`config.mk`:
```
export PLATFORM = sky130hd
export DESIGN_NAME = counter_sequencer
export DESIGN_NICKNAME = d
export VERILOG_FILES = /design/src/rtl/counter_seq_pkg.sv /design/src/rtl/counter_sequencer_tick_gen.sv /design/src/rtl/counter_sequencer.sv
export SDC_FILE = /design/constraint.sdc
export NUM_CORES = 1
export LEC_CHECK = 0
export ABC_AREA = 1
export ABC_CLOCK_PERIOD_IN_PS = 3100
export CAP_MARGIN = 20
export CORE_MARGIN = 2
export CORE_UTILIZATION = 45
export CTS_CLUSTER_DIAMETER = 100
export DETAILED_ROUTE_END_ITERATION = 10
export GPL_TIMING_DRIVEN = 0
export SLEW_MARGIN = 40
export SYNTH_ARGS = -nofsm -noshare
export SYNTH_HDL_FRONTEND = slang
export SYNTH_HIERARCHICAL = 1
export SYNTH_SLANG_ARGS = --single-unit
```
`constraint.sdc`:
```
create_clock -name clk -period 3.1 [get_ports clk]
set_clock_uncertainty 0.05 [all_clocks]
set_input_delay 0.775 -clock clk [delete_from_list [all_inputs] [get_ports clk]]
set_output_delay 0.775 -clock clk [all_outputs]
set_load 0.03 [all_outputs]
```
`src/rtl/counter_seq_pkg.sv`:
```
// counter_seq_pkg
// Shared constants for the counter sequencer: the 3-bit FSM state encoding
// (also exported on state_o), the fixed LED patterns, and a helper that maps
// a state plus the 4-bit counter view onto the LED value.
package counter_seq_pkg;

    localparam logic [2:0] CLEAR = 3'd0;
    localparam logic [2:0] IDLE  = 3'd1;
    localparam logic [2:0] RUN   = 3'd2;
    localparam logic [2:0] HOLD  = 3'd3;
    localparam logic [2:0] DONE  = 3'd4;

    localparam logic [3:0] LED_CLEAR = 4'hF;
    localparam logic [3:0] LED_IDLE  = 4'h0;
    localparam logic [3:0] LED_DONE  = 4'hA;

    // RUN and HOLD show the live count; every other state shows a fixed pattern.
    function automatic logic [3:0] led_pattern(input logic [2:0] st,
                                               input logic [3:0] cnt);
        logic [3:0] pattern;
        pattern = LED_IDLE;
        case (st)
            CLEAR:     pattern = LED_CLEAR;
            RUN, HOLD: pattern = cnt;
            DONE:      pattern = LED_DONE;
            default:   pattern = LED_IDLE;
        endcase
        return pattern;
    endfunction

endpackage

```
`src/rtl/counter_sequencer_tick_gen.sv`:
```
// tick_gen
// Parameterised prescaler. Counts 0..PRESCALE-1 while run is high and holds
// its value otherwise; restart forces the count back to zero. tick is high
// on the last count of each period, but only while running.
// Ports:
//   clk      system clock
//   rst_n    asynchronous active-low reset
//   run      advance the prescaler this cycle
//   restart  synchronous return to count zero (wins over run)
//   tick     combinational end-of-period strobe
module tick_gen #(
    parameter int PRESCALE = 100000000
) (
    input  logic clk,
    input  logic rst_n,
    input  logic run,
    input  logic restart,
    output logic tick
);

    localparam int CW = $clog2(PRESCALE);
    localparam logic [CW-1:0] LAST = CW'(PRESCALE - 1);

    logic [CW-1:0] count;

    // Free-running modulo-PRESCALE counter, frozen when not running.
    always_ff @(posedge clk or negedge rst_n) begin
        if (!rst_n) begin
            count <= '0;
        end else if (restart) begin
            count <= '0;
        end else if (run) begin
            count <= (count == LAST) ? '0 : count + 1'b1;
        end
    end

    assign tick = run & (count == LAST);

endmodule

```
`src/rtl/counter_sequencer.sv`:
```
// counter_sequencer
// Sequences the external 4-bit clock_counter: synchronises the two user
// switches, runs the CLEAR/IDLE/RUN/HOLD(/DONE) command FSM, produces the
// counter's synchronous reset and prescaled single-cycle enable, and drives
// the LEDs, the encoded state and a saturating wrap counter.
// Optional feature macro: COUNTER_SEQ_AUTO_STOP_EN -- when defined, the
// counter stops at all-ones (state DONE) instead of wrapping.
// Ports:
//   clk         system clock
//   rst_n       asynchronous active-low reset
//   switches    async inputs: [0] run level, [1] clear on rising edge
//   counter_in  current clock_counter value
//   cnt_rst     synchronous active-high reset to clock_counter
//   cnt_en      single-cycle count enable to clock_counter
//   leds        registered display value
//   state_o     encoded FSM state
//   wraps       saturating count of counter wrap-arounds since last clear
module counter_sequencer
    import counter_seq_pkg::*;
#(
    parameter int CNT_W      = 4,
    parameter int PRESCALE   = 100000000,
    parameter int CLR_CYCLES = 4,
    parameter int WRAP_W     = 8
) (
    input  logic              clk,
    input  logic              rst_n,
    input  logic [1:0]        switches,
    input  logic [CNT_W-1:0]  counter_in,
    output logic              cnt_rst,
    output logic              cnt_en,
    output logic [3:0]        leds,
    output logic [2:0]        state_o,
    output logic [WRAP_W-1:0] wraps
);

    localparam int CLRW = (CLR_CYCLES > 1) ? $clog2(CLR_CYCLES) : 1;
    localparam logic [CLRW-1:0] CLR_LAST = CLRW'(CLR_CYCLES - 1);

    logic [1:0]      sync1;
    logic [1:0]      sw_s;
    logic            sw1_d;
    logic            clr_pulse;
    logic [2:0]      state;
    logic [2:0]      next_state;
    logic [CLRW-1:0] clr_cnt;
    logic            tick;
    logic            in_run;
    logic            run_entry;
    logic            cnt_all_ones;
    logic [3:0]      cnt4;

    // Two-flop synchroniser for both switches, plus one extra stage on the
    // clear switch so its rising edge becomes a one-cycle pulse.
    always_ff @(posedge clk or negedge rst_n) begin
        if (!rst_n) begin
            sync1 <= '0;
            sw_s  <= '0;
            sw1_d <= 1'b0;
        end else begin
            sync1 <= switches;
            sw_s  <= sync1;
            sw1_d <= sw_s[1];
        end
    end

    assign clr_pulse    = sw_s[1] & ~sw1_d;
    assign cnt_all_ones = &counter_in;
    assign in_run       = (state == RUN);

    // LEDs show the low four bits of the counter, zero-extended if narrower.
    generate
        if (CNT_W >= 4) begin : g_cnt_trunc
            assign cnt4 = counter_in[3:0];
        end else begin : g_cnt_ext
            assign cnt4 = {{(4 - CNT_W){1'b0}}, counter_in};
        end
    endgenerate

    // Command FSM. A clear pulse beats everything, including the run switch
    // in the same cycle, and re-enters CLEAR even from CLEAR itself.
    always_comb begin
        next_state = state;
        if (clr_pulse) begin
            next_state = CLEAR;
        end else begin
            case (state)
                CLEAR: if (clr_cnt == CLR_LAST) next_state = sw_s[0] ? RUN : IDLE;
                IDLE:  if (sw_s[0]) next_state = RUN;
                RUN: begin
                    if (!sw_s[0]) begin
                        next_state = HOLD;
                    end
`ifdef COUNTER_SEQ_AUTO_STOP_EN
                    else if (tick && cnt_all_ones) begin
                        next_state = DONE;
                    end
`endif
                end
                HOLD:  if (sw_s[0]) next_state = RUN;
`ifdef COUNTER_SEQ_AUTO_STOP_EN
                DONE:  next_state = DONE;
`endif
                default: next_state = CLEAR;
            endcase
        end
    end

    always_ff @(posedge clk or negedge rst_n) begin
        if (!rst_n) begin
            state <= CLEAR;
        end else begin
            state <= next_state;
        end
    end

    // Clear-window counter: reloaded by every clear pulse, runs up to
    // CLR_LAST while in CLEAR. Reset leaves it at zero so a reset behaves
    // exactly like a fresh clear.
    always_ff @(posedge clk or negedge rst_n) begin
        if (!rst_n) begin
            clr_cnt <= '0;
        end else if (clr_pulse) begin
            clr_cnt <= '0;
        end else if ((state == CLEAR) && (clr_cnt != CLR_LAST)) begin
            clr_cnt <= clr_cnt + 1'b1;
        end
    end

    // Every entry to RUN restarts the prescaler so the first enable comes a
    // full PRESCALE period after entry.
    assign run_entry = (next_state == RUN) && !in_run;

    tick_gen #(
        .PRESCALE(PRESCALE)
    ) u_tick_gen (
        .clk    (clk),
        .rst_n  (rst_n),
        .run    (in_run),
        .restart(run_entry),
        .tick   (tick)
    );

    // Enable is registered from the tick, and dropped when the FSM is leaving
    // RUN on that cycle (pause, clear or auto-stop).
    always_ff @(posedge clk or negedge rst_n) begin
        if (!rst_n) begin
            cnt_en <= 1'b0;
        end else begin
            cnt_en <= tick && (next_state == RUN);
        end
    end

    assign cnt_rst = (state == CLEAR);
    assign state_o = state;

    always_ff @(posedge clk or negedge rst_n) begin
        if (!rst_n) begin
            leds <= LED_IDLE;
        end else begin
            leds <= led_pattern(state, cnt4);
        end
    end

`ifdef COUNTER_SEQ_AUTO_STOP_EN
    // The counter never wraps when auto-stop is built in.
    assign wraps = '0;
`else
    // A wrap is an enable landing on an all-ones counter; saturate at max.
    always_ff @(posedge clk or negedge rst_n) begin
        if (!rst_n) begin
            wraps <= '0;
        end else if (clr_pulse) begin
            wraps <= '0;
        end else if (cnt_en && cnt_all_ones && (wraps != {WRAP_W{1'b1}})) begin
            wraps <= wraps + 1'b1;
        end
    end
`endif

endmodule

```
# Word level (Yosys, flattened, before mapping)
# Cells that the tools add are included.
# totals
reg_bits	50
# op_classes
bitwise_logic	3
n_eq_ne	9
n_reduce_logical	13
addsub	3
muxes	14
# op_table
operator	count
27-bit 2-to-1 mux	3
27-bit by 1-bit adder with 27-bit output (second input constant)	1
27-bit equality test (second input constant)	1
8-bit 2-to-1 mux	2
3-bit 2-to-1 mux	4
4-bit case mux with 3 select lines	1
3-bit by 2-bit equality test with 1-bit output (second input constant)	3
3-bit case mux with 3 select lines	1
8-bit by 1-bit adder with 8-bit output (second input constant)	1
8-bit != test (second input constant)	1
2-bit 2-to-1 mux	3
2-bit nonzero test	3
1-bit logical AND	5
4-bit AND reduction	1
2-bit OR reduction	2
3-bit by 1-bit equality test with 1-bit output (second input constant)	1
3-bit equality test (second input constant)	1
3-bit logical NOT	1
2-bit by 1-bit adder with 2-bit output (second input constant)	1
1-bit bitwise AND	2
2-bit equality test (second input constant)	1
2-bit != test (second input constant)	1
1-bit logical NOT	1
1-bit NOT	1

# Longest topological paths before layout
# Gate-level depths: netlist (run 1).
# depth
ltp_word	7
ltp_mapped	14
ltp_nobuf	14

# Modules after synthesis
# Netlist (run 1), hierarchy kept.
# by_module_without_submodules
module	cells_per_inst	area_per_inst_um2	instances	seq_area_each_um2
tick_gen	257	1701.6	1	675.6
counter_sequencer	121	1036.0	1	575.6

# Worst setup path after synthesis (run 1)
# No wires, ideal clock.
# synth_path
kind	reg2reg
start	register state[1] (netlist: state_o[1])
end	register u_tick_gen.count[26]
path_slack_ns	1.122
t_required_ns	2.931
setup_time_ns	0.119
arrival_time_ns	1.809
path_stages_with_launch	12
cell_sequence	dfrtp_1 nand2_1 nor2_1 nor2_1 nor2_1 nor2_1 nand2_1 inv_1 nand2_1 inv_1 a21oi_1 nor2_1
# synth_lines
item	line	text
start, declared	counter_sequencer.sv:44	logic [2:0] state;
start signal, assigned	counter_sequencer.sv:113	state <= next_state;
3-bit by 2-bit equality test with 1-bit output *	counter_sequencer.sv:69	assign in_run = (state == RUN);
via in_run	counter_sequencer.sv:48	logic in_run;
3-bit case mux with 3 select lines	counter_sequencer.sv:87	case (state)
3-bit 2-to-1 mux	counter_sequencer.sv:84	if (clr_pulse) begin
3-bit by 2-bit equality test with 1-bit output	counter_sequencer.sv:132	assign run_entry = (next_state == RUN) && !in_run;
1-bit logical AND *	counter_sequencer.sv:132	
via run_entry	counter_sequencer.sv:49	logic run_entry;
27-bit 2-to-1 mux or 2-bit nonzero test (tied branches)	--	
end signal, assigned	counter_sequencer_tick_gen.sv:33	count <= (count == LAST) ? '0 : count + 1'b1;
end, declared	counter_sequencer_tick_gen.sv:24	logic [CW-1:0] count;
# Mark *: on every way through the listed nets, which the timed path passes. The rest lies on a longest branch.
# A chain may end at the register's enable or synchronous reset.

# Worst setup path in the final report (run 1)
# layout_path
start	register state[1] (netlist: state_o[1])
end	output cnt_rst
# layout_between
elab_chain_cells	1
# layout_rtl
item	line	text
3-bit logical NOT	counter_sequencer.sv:154	assign cnt_rst = (state == CLEAR);
end, declared	counter_sequencer.sv:30	output logic cnt_rst,
# No other way between the ends.

==> metrics, run 1 <==
run status=finished clean; Maximum Capacitance Violations=0; ys async rst share=100%; Top FF cell, synth=dfrtp_1; n_diodes=0; Iter 0 DRT Violations=114; worst setup margin=461 ps; sequential element share of the synthesized area=45.7%; clk_lat worst skew=310 ps; Sink Count=50; total setup buffers inserted after CTS=0; cts bufs inserted=5; worst setup path start=state_o[1]; Worst-Margin Slew=605 ps; Synth Instances=378; Mapped Area=2740 um2; Die ar.=6720 um2; Synthesized Nets=389; r2r worst-path depth=13; most common cell after layout, fill and taps aside=nand2_1; Post-CTS Hold Fix Bufs=0; WP data required=2270 ps; Clock Pin Slew Worst Setup and Hold Paths=100 ps; pin count of the biggest net entering global routing=42; Final TNS setup=0 ps; H-tree depth=2; initial antenna violation count=0; normalized max-slew margin=59.3%; fin nets=421; synth warn=6; number of flops mapped to enable cells by yosys=0; top-level port count=25; final hold vios=0; Starting Density=46.5%; Arr. time, crit path=1810 ps; vias per cell=5.09; Max Fclk=0.379 GHz; worst hold-check path type=input port to async pin; ratio of cells with drive above 1 in the final layout=7.30%; final core occ=54.1%; minimum clock period=2640 ps; CTS tree=yes; final setup fails=0; final wirelength=5.99 mm; DRT Pass-1 Iters=5; Antenna Nets Post-Route=0; worst IR drop on VDD=238 uV; chip height=82.0 um; WL/cell=12.3 um; Yosys reg bits=50; root buffer cell=clkbuf_8; period utilization=85.1%; Die X-Extent=82.0 um; IO Port Bufs=24; Area growth syn-to-layout=16.2%; count of cell types in the netlist=30; crit-path cells=nor2_2, nand2_1, inv_1, clkdlybuf4s50_1; hpwl dp=4.62 mm; # DRC=0; Leak=1.44 nW; max incr delay on CP=660 ps; Post-Place Setup Slack=783 ps; r2r setup slk=840 ps; Crit Path Class=register to primary output; GR Overflow Total=0; vias in the first global route=2344; startpoint types=register; Worst setup endpoint=cnt_rst; Placeable Area=5890 um2; Reg2Reg Capture Point=u_tick_gen/count[26]; Worst setup EP type=primary output; most frequent cells in the layout=nand2_1 (104), nor2_1 (75), dfrtp_1 (50); RSZ-0062 raised after global routing=false; All-Layer GR Usage=20.0%; syn_area_per_cell=7.24 um2; post-cts sizing count=0; PD cells=418 nW/um2; Worst Path Max Fanout=8; DR vias=2474; # rows=28; first-pass GRT wire length=10.4 mm; clk buf depth=2; Final Max Slew Viols=0; GPL Wtd Cong=0.959; Worst path slowest cell=clkdlybuf4s50_1; FF-to-FF Start=clr_cnt[0]
[stage by stage]
stage	instances	cell area [um2]	hold WS, ps	total power, mW
global placement	477	3070	284	0.955
floorplan	378	2740	281	0.876
CTS	486	3180	224	1.35
detailed placement	478	3090	286	0.963
finish	486	3180	229	1.33
global route	486	3180	216	1.41
[cells in the mapped netlist (2+ instances only)]
master | instances | share of area (%)
buf_2 | 2 | 0.37
nand2_2 | 4 | 0.91
nand2_4 | 3 | 1.2
inv_1 | 35 | 4.8
o21bai_1 | 2 | 0.55
nor2_1 | 75 | 10
nor3_1 | 9 | 1.6
nand2_1 | 104 | 14
dfrtp_1 | 50 | 46
xor2_1 | 2 | 0.64
o22ai_1 | 3 | 0.69
nand3_1 | 34 | 6.2
o21ai_0 | 8 | 1.5
nor2_2 | 4 | 0.91
nand4_1 | 16 | 3.7
o21ai_1 | 3 | 0.55
a21oi_1 | 7 | 1.3
inv_2 | 3 | 0.41
ha_1 | 3 | 1.4
[worst max-delay path, delay by kind of cell, from the launching register on]
kind | cells | cell delay, ps
buffers and inverters | 2 | 740
and+or+nand+nor | 2 | 290
DFF | 1 | 480
[worst min-delay path by stage]
stage,startpoint,end,slack [ps]
after floorplan,sync1[0],sw_s[0],280
after global placement,sync1[1],sw_s[1],280
after detailed placement,sync1[1],sw_s[1],290
after CTS,rst_n,leds[3],220
after global routing,rst_n,leds[2],220
final,rst_n,state_o[2],230
[metal layers]
metal	vias up	GRT usage (%)	routed length (um)
met5	-	0	0
met4	0	6.50	69
met3	6	3.85	233
met2	56	35.0	2850
met1	1134	24.7	2830
li1	1278	-	-
[where the power goes]
part	leakage, nW	switching, mW	internal (mW)	total, mW
clock	0.0408	0.222	0.162	0.383
sequential	0.665	0.0352	0.696	0.731
combinational	0.730	0.135	0.0807	0.215
total	1.44	0.392	0.938	1.33
[cells by family (layout without fill, tap and decap cells)]
kind of cell	Yosys count	count (layout)	synth area share [%]
AOI/OAI and AO/OA	26	26	5.39
DFF	50	50	45.7
buffers and inverters	44	77	6.67
and+or+nand+nor	251	251	39.8
other	1	1	0.137
xor gates and xnor gates	3	3	0.960
adders and majority gates	3	3	1.37
[flip-flops by register name, indices dropped and copies added (netlist names), 2 cells and up]
register,flops
clr_cnt,2
state_o,3
leds,4
wraps,8
sw_s,2
u_tick_gen/count,27
sync1,2
[cell type report]
cell class,instances,area (um2)
multi-input combinational,284,1300
clock inverter,3,23.8
timing repair buffer,25,258
inverter,40,158
fill,573,2700
buffer,4,25.0
sequential,50,1250
clock buffer,5,68.8
tap,75,93.8
(Power assumes the default switching activity.)
==> inputs of run 2 (changes only) <==
GPL_ROUTABILITY_DRIVEN = 0   (was unset)
==> results of run 2 <==
Same layout as run 1: the final DEF is identical, and so are final timing and power.
==> inputs of run 3 (changes only) <==
CTS_CLUSTER_DIAMETER = unset   (was 100)
==> results of run 3 <==
Same layout as run 1: the final DEF is identical, and so are final timing and power.
